[src/rtl/uart_rx_fifo.sv]
// UART receiver with 2-of-3 majority bit voting, optional parity, one or two
// stop bits, break detection and a first-word-fall-through receive FIFO.
//
//   state    | meaning
//   ---------+-----------------------------------------------------------
//   S_IDLE   | line idle, waiting for a tick that sees the line low
//   S_START  | start bit; a vote of 1 is treated as a glitch and abandoned
//   S_DATA   | DATA_WIDTH data bits, LSB first
//   S_PARITY | parity bit (only when parity is enabled for this frame)
//   S_STOP1  | first stop bit; the word is pushed here unless two stop bits
//   S_STOP2  | second stop bit; the word is pushed at its decision tick
module uart_rx_fifo #(
    parameter int DATA_WIDTH = 8,
    parameter int OVS_RATE   = 16,
    parameter int FIFO_DEPTH = 16,
    parameter int DIV_WIDTH  = 16
) (
    input  logic                          clk,
    input  logic                          rst,
    input  logic                          i_rx,
    input  logic [DIV_WIDTH-1:0]          i_baud_div,
    input  logic [1:0]                    i_parity_mode,
    input  logic                          i_stop2,
    output logic                          o_valid,
    input  logic                          i_ready,
    output logic [DATA_WIDTH-1:0]         o_data,
    output logic                          o_perr,
    output logic                          o_ferr,
    output logic                          o_brk,
    output logic [$clog2(FIFO_DEPTH):0]   o_count,
    output logic                          o_overrun,
    input  logic                          i_clr_overrun
);

    localparam int PTR_W = $clog2(FIFO_DEPTH);
    localparam int CNT_W = PTR_W + 1;
    localparam int TW    = $clog2(OVS_RATE);
    localparam int BW    = $clog2(DATA_WIDTH);
    localparam int WW    = DATA_WIDTH + 3;

    localparam logic [TW-1:0]    T_S0     = TW'(OVS_RATE / 2 - 1);
    localparam logic [TW-1:0]    T_S1     = TW'(OVS_RATE / 2);
    localparam logic [TW-1:0]    T_S2     = TW'(OVS_RATE / 2 + 1);
    localparam logic [TW-1:0]    T_LAST   = TW'(OVS_RATE - 1);
    localparam logic [BW-1:0]    B_LAST   = BW'(DATA_WIDTH - 1);
    localparam logic [CNT_W-1:0] CNT_FULL = CNT_W'(FIFO_DEPTH);

    typedef enum logic [2:0] {
        S_IDLE, S_START, S_DATA, S_PARITY, S_STOP1, S_STOP2
    } state_t;

    logic                  sync1_q, sync2_q, rx_s;
    logic [DIV_WIDTH-1:0]  div_cnt_q, div_cnt_d, eff_div, div_m1;
    logic                  tick;

    state_t                state_q, state_d;
    logic [TW-1:0]         tick_cnt_q, tick_cnt_d;
    logic [BW-1:0]         bit_cnt_q, bit_cnt_d;
    logic [1:0]            samp_q, samp_d;
    logic [DATA_WIDTH-1:0] data_q, data_d;
    logic                  par_q, par_d;
    logic                  stop1_q, stop1_d;
    logic [DIV_WIDTH-1:0]  div_lat_q, div_lat_d;
    logic [1:0]            pmode_q, pmode_d;
    logic                  stop2_lat_q, stop2_lat_d;
    logic                  brk_hold_q, brk_hold_d;

    logic                  vote, par_en, stop1_v;
    logic                  push;
    logic [WW-1:0]         push_word;

    logic [WW-1:0]         mem_q [FIFO_DEPTH];
    logic [WW-1:0]         mem_d [FIFO_DEPTH];
    logic [PTR_W-1:0]      wr_q, wr_d, rd_q, rd_d;
    logic [CNT_W-1:0]      count_q, count_d;
    logic                  overrun_q, overrun_d;
    logic                  do_pop, full, push_ok, ovr_set;
    logic [WW-1:0]         head;

    // Two-flop synchronizer, preset high so a released line never looks like a start bit.
    always_ff @(posedge clk) begin
        if (rst) begin
            sync1_q <= 1'b1;
            sync2_q <= 1'b1;
        end else begin
            sync1_q <= i_rx;
            sync2_q <= sync1_q;
        end
    end
    assign rx_s = sync2_q;

    // Free-running oversample tick; the divisor is frozen while a frame is in flight.
    always_comb begin
        eff_div   = (state_q == S_IDLE) ? i_baud_div : div_lat_q;
        div_m1    = (eff_div == '0) ? '0 : eff_div - DIV_WIDTH'(1);
        tick      = (div_cnt_q >= div_m1);
        div_cnt_d = tick ? '0 : div_cnt_q + DIV_WIDTH'(1);
    end

    // Receive FSM: next state, bit sampling, majority vote and word assembly.
    always_comb begin
        state_d     = state_q;
        tick_cnt_d  = tick_cnt_q;
        bit_cnt_d   = bit_cnt_q;
        samp_d      = samp_q;
        data_d      = data_q;
        par_d       = par_q;
        stop1_d     = stop1_q;
        div_lat_d   = div_lat_q;
        pmode_d     = pmode_q;
        stop2_lat_d = stop2_lat_q;
        brk_hold_d  = brk_hold_q & ~rx_s;
        push        = 1'b0;

        vote    = (samp_q[0] & samp_q[1]) | (samp_q[0] & rx_s) | (samp_q[1] & rx_s);
        par_en  = (pmode_q == 2'b01) || (pmode_q == 2'b10);
        stop1_v = (state_q == S_STOP1) ? vote : stop1_q;

        // A break holds the receiver off until the line has gone high again.
        push_word[DATA_WIDTH-1:0] = data_q;
        push_word[DATA_WIDTH]     = par_en & (^data_q ^ par_q ^ (pmode_q == 2'b10));
        push_word[DATA_WIDTH+1]   = ~stop1_v | ((state_q == S_STOP2) & ~vote);
        push_word[DATA_WIDTH+2]   = (data_q == '0) & ~(par_en & par_q) & ~stop1_v;

        if (tick) begin
            if (state_q == S_IDLE) begin
                if (!rx_s && !brk_hold_q) begin
                    state_d     = S_START;
                    tick_cnt_d  = TW'(1);
                    bit_cnt_d   = '0;
                    div_lat_d   = i_baud_div;
                    pmode_d     = i_parity_mode;
                    stop2_lat_d = i_stop2;
                end
            end else begin
                tick_cnt_d = (tick_cnt_q == T_LAST) ? '0 : tick_cnt_q + TW'(1);
                if (tick_cnt_q == T_S0) samp_d[0] = rx_s;
                if (tick_cnt_q == T_S1) samp_d[1] = rx_s;
                case (state_q)
                    S_START: begin
                        if (tick_cnt_q == T_S2 && vote) begin
                            state_d    = S_IDLE;
                            tick_cnt_d = '0;
                        end else if (tick_cnt_q == T_LAST) begin
                            state_d = S_DATA;
                        end
                    end
                    S_DATA: begin
                        if (tick_cnt_q == T_S2) data_d = {vote, data_q[DATA_WIDTH-1:1]};
                        if (tick_cnt_q == T_LAST) begin
                            if (bit_cnt_q == B_LAST) begin
                                bit_cnt_d = '0;
                                state_d   = par_en ? S_PARITY : S_STOP1;
                            end else begin
                                bit_cnt_d = bit_cnt_q + BW'(1);
                            end
                        end
                    end
                    S_PARITY: begin
                        if (tick_cnt_q == T_S2) par_d = vote;
                        if (tick_cnt_q == T_LAST) state_d = S_STOP1;
                    end
                    S_STOP1: begin
                        if (tick_cnt_q == T_S2) begin
                            stop1_d = vote;
                            if (!stop2_lat_q) begin
                                push       = 1'b1;
                                state_d    = S_IDLE;
                                tick_cnt_d = '0;
                            end
                        end else if (tick_cnt_q == T_LAST) begin
                            state_d = S_STOP2;
                        end
                    end
                    S_STOP2: begin
                        if (tick_cnt_q == T_S2) begin
                            push       = 1'b1;
                            state_d    = S_IDLE;
                            tick_cnt_d = '0;
                        end
                    end
                    default: begin
                        state_d    = S_IDLE;
                        tick_cnt_d = '0;
                    end
                endcase
                if (push && push_word[DATA_WIDTH+2]) brk_hold_d = 1'b1;
            end
        end
    end

    // FIFO pointer, occupancy, storage and sticky overrun next-state.
    always_comb begin
        do_pop  = (count_q != '0) && i_ready;
        full    = (count_q == CNT_FULL);
        push_ok = push && (!full || do_pop);
        ovr_set = push && full && !do_pop;
        wr_d    = wr_q + PTR_W'(push_ok);
        rd_d    = rd_q + PTR_W'(do_pop);
        count_d = count_q;
        if (push_ok && !do_pop) count_d = count_q + CNT_W'(1);
        if (!push_ok && do_pop) count_d = count_q - CNT_W'(1);
        mem_d = mem_q;
        if (push_ok) mem_d[wr_q] = push_word;
        overrun_d = ovr_set ? 1'b1 : (i_clr_overrun ? 1'b0 : overrun_q);
    end

    // Control and datapath registers.
    always_ff @(posedge clk) begin
        if (rst) begin
            div_cnt_q   <= '0;
            state_q     <= S_IDLE;
            tick_cnt_q  <= '0;
            bit_cnt_q   <= '0;
            samp_q      <= '0;
            data_q      <= '0;
            par_q       <= 1'b0;
            stop1_q     <= 1'b0;
            div_lat_q   <= '0;
            pmode_q     <= 2'b00;
            stop2_lat_q <= 1'b0;
            brk_hold_q  <= 1'b0;
            wr_q        <= '0;
            rd_q        <= '0;
            count_q     <= '0;
            overrun_q   <= 1'b0;
        end else begin
            div_cnt_q   <= div_cnt_d;
            state_q     <= state_d;
            tick_cnt_q  <= tick_cnt_d;
            bit_cnt_q   <= bit_cnt_d;
            samp_q      <= samp_d;
            data_q      <= data_d;
            par_q       <= par_d;
            stop1_q     <= stop1_d;
            div_lat_q   <= div_lat_d;
            pmode_q     <= pmode_d;
            stop2_lat_q <= stop2_lat_d;
            brk_hold_q  <= brk_hold_d;
            wr_q        <= wr_d;
            rd_q        <= rd_d;
            count_q     <= count_d;
            overrun_q   <= overrun_d;
        end
    end

    // FIFO storage needs no reset; the head is masked while the FIFO is empty.
    always_ff @(posedge clk) begin
        mem_q <= mem_d;
    end

    assign o_valid   = (count_q != '0);
    assign head      = o_valid ? mem_q[rd_q] : '0;
    assign o_data    = head[DATA_WIDTH-1:0];
    assign o_perr    = head[DATA_WIDTH];
    assign o_ferr    = head[DATA_WIDTH+1];
    assign o_brk     = head[DATA_WIDTH+2];
    assign o_count   = count_q;
    assign o_overrun = overrun_q;

endmodule

[config.mk]
export PLATFORM = sky130hd
export DESIGN_NAME = uart_rx_fifo
export DESIGN_NICKNAME = d
export VERILOG_FILES = /design/src/rtl/uart_rx_fifo.sv
export SDC_FILE = /design/constraint.sdc
export NUM_CORES = 1
export LEC_CHECK = 0
export CORE_MARGIN = 8
export CORE_UTILIZATION = 55
export DETAILED_ROUTE_END_ITERATION = 7
export PLACE_DENSITY = 0.81
export SYNTH_ARGS = -nofsm -noshare
export SYNTH_HDL_FRONTEND = slang
export SYNTH_SLANG_ARGS = --single-unit
export TNS_END_PERCENT = 50
[constraint.sdc]
create_clock -name clk -period 9.3 [get_ports clk]
set_clock_uncertainty 0.05 [all_clocks]
set_input_delay 1.395 -clock clk [delete_from_list [all_inputs] [get_ports clk]]
set_output_delay 1.395 -clock clk [all_outputs]
set_load 0.1 [all_outputs]
# [Word level (Yosys, flattened, before mapping)]
# Cells that the tools add are included.
[totals] reg_bits=250 inputBits=24
[classes] n_eq_ne=21 n_reduce_logical=37 n_bitwise=21 muxes=51 magnitude_cmp=4 n_addsub=8
[op_table] cell="$bwmux W176" count=1
[op_table] cell="$mux W3" count=17
[op_table] cell="$bmux W11 S4" count=1
[op_table] cell="$demux W11 S4" count=1
[op_table] cell="$mux W11" count=4
[op_table] cell="$mux W16" count=2
[op_table] cell="$mux W4" count=7
[op_table] cell="$add A16 B1 Y16 const B" count=1
[op_table] cell="$ge A16 B16 Y1" count=1
[op_table] cell="$logic_not A16 Y1" count=1
[op_table] cell="$pmux W4 S4" count=1
[op_table] cell="$reduce_and A4 Y1" count=4
[op_table] cell="$sub A16 B1 Y16 const B" count=1
[op_table] cell="$pmux W3 S5" count=1
[op_table] cell="$mux W1" count=13
[op_table] cell="$eq A4 B4 Y1 const B" count=3
[op_table] cell="$ge A5 B5 Y1 const B" count=2
[op_table] cell="$logic_and A1 B1 Y1" count=10
[op_table] cell="$mux W5" count=2
[op_table] cell="$not A4 Y5" count=2
[op_table] cell="$and A1 B1 Y1" count=9
[op_table] cell="$eq A3 B3 Y1 const B" count=3
[op_table] cell="$ne A3 B3 Y1 const B" count=3
[op_table] cell="$reduce_and A3 Y1" count=3
[op_table] cell="other kinds (30)" count=49

# [Depth between registers and ports, before layout]
[logic_depth] ltp_word=12 ltp_mapped=29 depth_no_buf=25

# [Worst setup path after synthesis]
# No wires, ideal clock.
[synth_timing] path_kind="input -> register" from="input i_baud_div[3]" to="register count_q[4], in the netlist o_count[4]" arrival_time_ns=6.702 path_slack_ns=2.478 n_path_buf=2 cell_stages=22 setup_ns=0.071 cell_sequence="or4_1 > or3_1 > a2111oi_1 > o21ai_1 > xor2_1 > nand2_1 > ha_1 > nand4_1 > or4_1 > o32a_2 > nand2_1 > nand3b_1 > clkbuf_1 > ha_1 > clkbuf_1 > xor2_1 > ha_1 > or3_1 > o211ai_1 > a31oi_1 > or3_1 > a21oi_1"
[synth_via] elab_chain_len=9 elab_cells_between_ends=12 cone_classes="1 x add/sub; 1 x order compare; 4 x mux; 6 x reduce/logical"
[synth_rtl] element="from (decl)" line="21" source="input logic [DIV_WIDTH-1:0] i_baud_div,"
[synth_rtl] element="$mux W16 (*)" line="94" source="eff_div = (state_q == S_IDLE) ? i_baud_div : div_lat_q;"
[synth_rtl] element="$sub A16 B1 Y16 or $logic_not A16 Y1 (tied branches)" line="95" source="div_m1 = (eff_div == '0) ? '0 : eff_div - DIV_WIDTH'(1);"
[synth_rtl] element="$mux W16 (*)" line="95"
[synth_rtl] element="$ge A16 B16 Y1 (*)" line="96" source="tick = (div_cnt_q >= div_m1);"
[synth_rtl] element="$mux W1 (*)" line="125" source="if (tick) begin"
[synth_rtl] element="$logic_and A1 B1 Y1 (*)" line="196" source="push_ok = push && (!full || do_pop);"
[synth_rtl] element="$logic_not A1 Y1" line="202" source="if (!push_ok && do_pop) count_d = count_q - CNT_W'(1);"
[synth_rtl] element="$logic_and A1 B1 Y1" line="202"
[synth_rtl] element="$mux W5 or $reduce_bool A2 Y1 (tied branches)"
[synth_rtl] element="to (signal assigned)" line="242" source="count_q <= count_d;"
[synth_rtl] element="to (decl)" line="75" source="logic [CNT_W-1:0] count_q, count_d;"
# Mark *: on every way between the ends. The rest lies on a longest branch, timed or not.
# A chain may end at the register's enable or synchronous reset.

# [Final worst setup path]
[layout_timing] from="input i_baud_div[4]" to="register count_q[4], in the netlist o_count[4]"
# The elaborated chain is that of the path after synthesis.

==> results.py <==
metrics = {
    "floorplanning": {
        "io-pin-count": 42,
        "dieArea_mm2": 0.0257,
        "core-area_mm2": 0.0208,
        "start_util_pct": 55.2,
        "fp.dieW_um": 160,
        "fp.dieH_um": 160,
        "rows": 53,
    },
    "timing": {
        "whs_ps": 360,
        "fin_setup_tns_ps": 0,
        "rsz0062_at_grt": "false",
        "fin_crit_ps": 7130,
        "period_share_pct": 76.7,
        "tightestPinTransition_ps": 1270,
        "hold_viol_final": 0,
        "max_freq_mhz": 140,
        "setup_viol_count_final": 0,
        "timing.slew.headroom_pct": 15.6,
        "slew_violations": 0,
    },
    "clock_network": {
        "cts_buffers": 26,
        "cts_setup_buffers": 0,
        "cts.sinks": 250,
        "cts_hold_buf": 0,
        "cts_resized": 0,
        "clock_latency_ps": 530,
        "ctsLongestPathBuffers": 3,
        "htree_levels": 1,
        "cts_tree": "done",
        "cts_root_buffer": "clkbuf_16",
        "cts.clk_slew.worst_paths_ps": 60,
    },
    "synthesis": {
        "synth_top_family_by_area": "multiplexers",
        "synth_edf_count": 176,
        "yosysSeqAreaShare_pct": 59.0,
        "syn_inst": 830,
        "synth_seq_cells": 250,
        "synth_mux_area_share_pct": 15.6,
        "synthArstFlopShare_pct": 0,
        "syn_avg_cell_area_um2": 13.8,
        "syn_area_mm2": 0.0115,
        "synth_compound_area_share_pct": 4.41,
        "synthDistinctLibCells": 62,
        "dominantRegCellSynth": "edfxtp_1",
        "synth-xor-area-share_pct": 2.75,
        "synth_adder_area_share_pct": 4.21,
        "synthSimpleGateAreaFrac_pct": 11.4,
        "syn_nets": 891,
        "ys_warn_count": 0,
    },
    "critical_path": {
        "critPathLaunchType": "primary input",
        "cp.required_ps": 9710,
        "ff2ff_setup_slack_ps": 2680,
        "crit_type": "primary input to flop",
        "crit_path_end_kind": "flop",
        "critical_path_arrival_ps": 7540,
        "crit_path_max_fanout": 12,
    },
    "global_route": {
        "antenna_found_initial": 0,
        "track_usage_pct": 18.6,
        "grt_pass1_vias": 6962,
        "grt_max_degree": 68,
        "overflow": 0,
        "grt_pass1_wl_um": 37900,
    },
    "run": {
        "cap_violations": 0,
    },
    "pwr": {
        "powerDensity_mw_per_mm2": 172,
        "ir_drop_uv": 123,
        "p_leak_nw": 4.45,
    },
    "drt": {
        "drt-wirelength-per-cell_um": 20.5,
        "via_count": 6943,
        "drt.antenna.violating_nets": 0,
        "drc": 0,
        "wl_um": 24100,
        "dr.pass1.iters": 4,
        "drt-initial-drc-count": 536,
        "avgViaCountPerCell": 5.91,
    },
    "place": {
        "gp_congestion": 0.858,
        "io_buffers": 41,
        "hpwl_um": 15800,
    },
    "cells_and_area": {
        "final_nets": 941,
        "drive_gt1_share_pct": 16.8,
        "diodes": 0,
        "area_growth_pct": 14.6,
    },
    "hold_path": {
        "hold_path_class": "flop to flop",
    },
    "status": {
        "outcome": "complete, no violations",
    },
}
-- logic make-up (layout without fill, tap and decap cells) --
| family | Yosys count | in the layout |
|---|---|---|
| simple gates | 255 | 255 |
| flops | 250 | 250 |
| compound gates | 74 | 74 |
| buf+inv | 66 | 136 |
| mux | 110 | 110 |
| xor+xnor | 36 | 36 |
| fa+ha+maj | 39 | 39 |
-- final timing paths --
path | end | startpoint | cells past startpoint
hold / removal | rx_s | sync1_q | 1
setup / recovery | o_count[4] | i_baud_div[4] | 22
hold reg to reg | rx_s | sync1_q | 1
setup reg to reg | o_count[4] | state_q[2] | 25
-- stage by stage --
step | std cells | cell area [um^2] | worst slack [ps] | power, mW | utilization (%)
floorplan | 830 | 11500 | 2480 | 1.23 | -
global placement | 1127 | 12300 | 1890 | 1.25 | 59.1
detailed placement | 1127 | 12300 | 1730 | 1.25 | 59.1
CTS | 1175 | 13100 | 2230 | 2.28 | 63.3
global route | 1175 | 13100 | 1830 | 2.32 | 63.3
finish | 1175 | 13100 | 2170 | 2.25 | 63.3
-- final cells by class --
type / count / area [um^2]
clock buffer: 32 / 714
clock inverter: 16 / 159
fill: 1493 / 7620
inverter: 24 / 90.1
multi-input combinational: 514 / 4490
sequential: 250 / 6770
tap: 275 / 344
timing repair buffer: 64 / 578
-- critical path, stage by stage --
cell and delay, ps:
clkdlybuf4s50_1 490, or4_1 600, or3_1 380, a2111oi_1 570, o21ai_1 150, xor2_1 180
nand2_1 80, ha_1 320, nand4_1 130, or4_1 570, o32a_2 400, nand2_1 310
nand3b_1 180, ha_1 340, xor2_1 190, ha_1 200, a21boi_0 250, o211ai_1 110
a21oi_1 170, a31oi_1 60, or3_1 310, a21oi_1 140
-- power breakdown --
part	internal, mW	total, mW	switching [mW]	leakage, nW
registers	1.18	1.18	0.00189	2.26
logic	0.0210	0.0440	0.0230	1.76
clock network	0.606	1.03	0.425	0.434
-- routing by layer --
metal / GRT usage, % / wire (um) / vias to the layer above
met3: 3.28 / 1380 / 44
met4: 5.61 / 641 / 0
li1: - / - / 3259
met1: 23.2 / 9960 / 3433
met2: 32.7 / 12100 / 207
met5: 0 / 0 / -
-- state kept, by name, summed over array words and instances (netlist names), 2 cells and up --
register / count
pmode_q: 2
div_cnt_q: 16
data_q: 8
bit_cnt_q: 3
tick_cnt_q: 4
samp_q: 2
wr_q: 4
rd_q: 4
o_count: 5
state_q: 3
mem_q: 176
div_lat_q: 16
-- Yosys cell counts, drive strengths merged (3+ instances only) --
cell	instances	area, um^2
nor4b	4	35.0
nand3	15	75.1
xnor2	18	158
mux2i	53	531
nor2	77	289
clkbuf	25	93.8
o21a	3	22.5
o21ai	14	70.1
buf	16	98.9
and3	5	31.3
nor4	10	77.6
a21oi	22	114
o32ai	3	26.3
nor3	32	160
nand2	31	116
inv	24	90.1
o211ai	3	22.5
and2	4	26.3
mux4	55	1240
a2111oi	3	46.3
o22ai	4	25.0
dfxtp	74	1480
ha	37	463
nand4	12	75.1
or4	3	22.5
nor2b	19	119
nand3b	4	30.0
a31oi	3	18.8
edfxtp	176	5290
or3	10	62.6
xor2	18	158
or2	4	25.0
nand2b	22	138
-- layout by cell type (no fill, tap or decap), drive strengths merged, types with 5 or more instances in the layout --
cell | synthesis | final
ha | 37 | 37
clkbuf | 25 | 32
clkdlybuf4s50 | 0 | 40
edfxtp | 176 | 176
nor4 | 10 | 10
buf | 16 | 24
xor2 | 18 | 18
mux4 | 55 | 55
nand2b | 22 | 22
nand3 | 15 | 15
and3 | 5 | 5
a21oi | 22 | 22
dfxtp | 74 | 74
clkinv | 0 | 13
nand4 | 12 | 12
nor3 | 32 | 32
mux2i | 53 | 53
inv | 24 | 24
xnor2 | 18 | 18
nor2b | 19 | 19
or3 | 10 | 10
o21ai | 14 | 14
nor2 | 77 | 77
nand2 | 31 | 31
(Power assumes the default switching activity.)
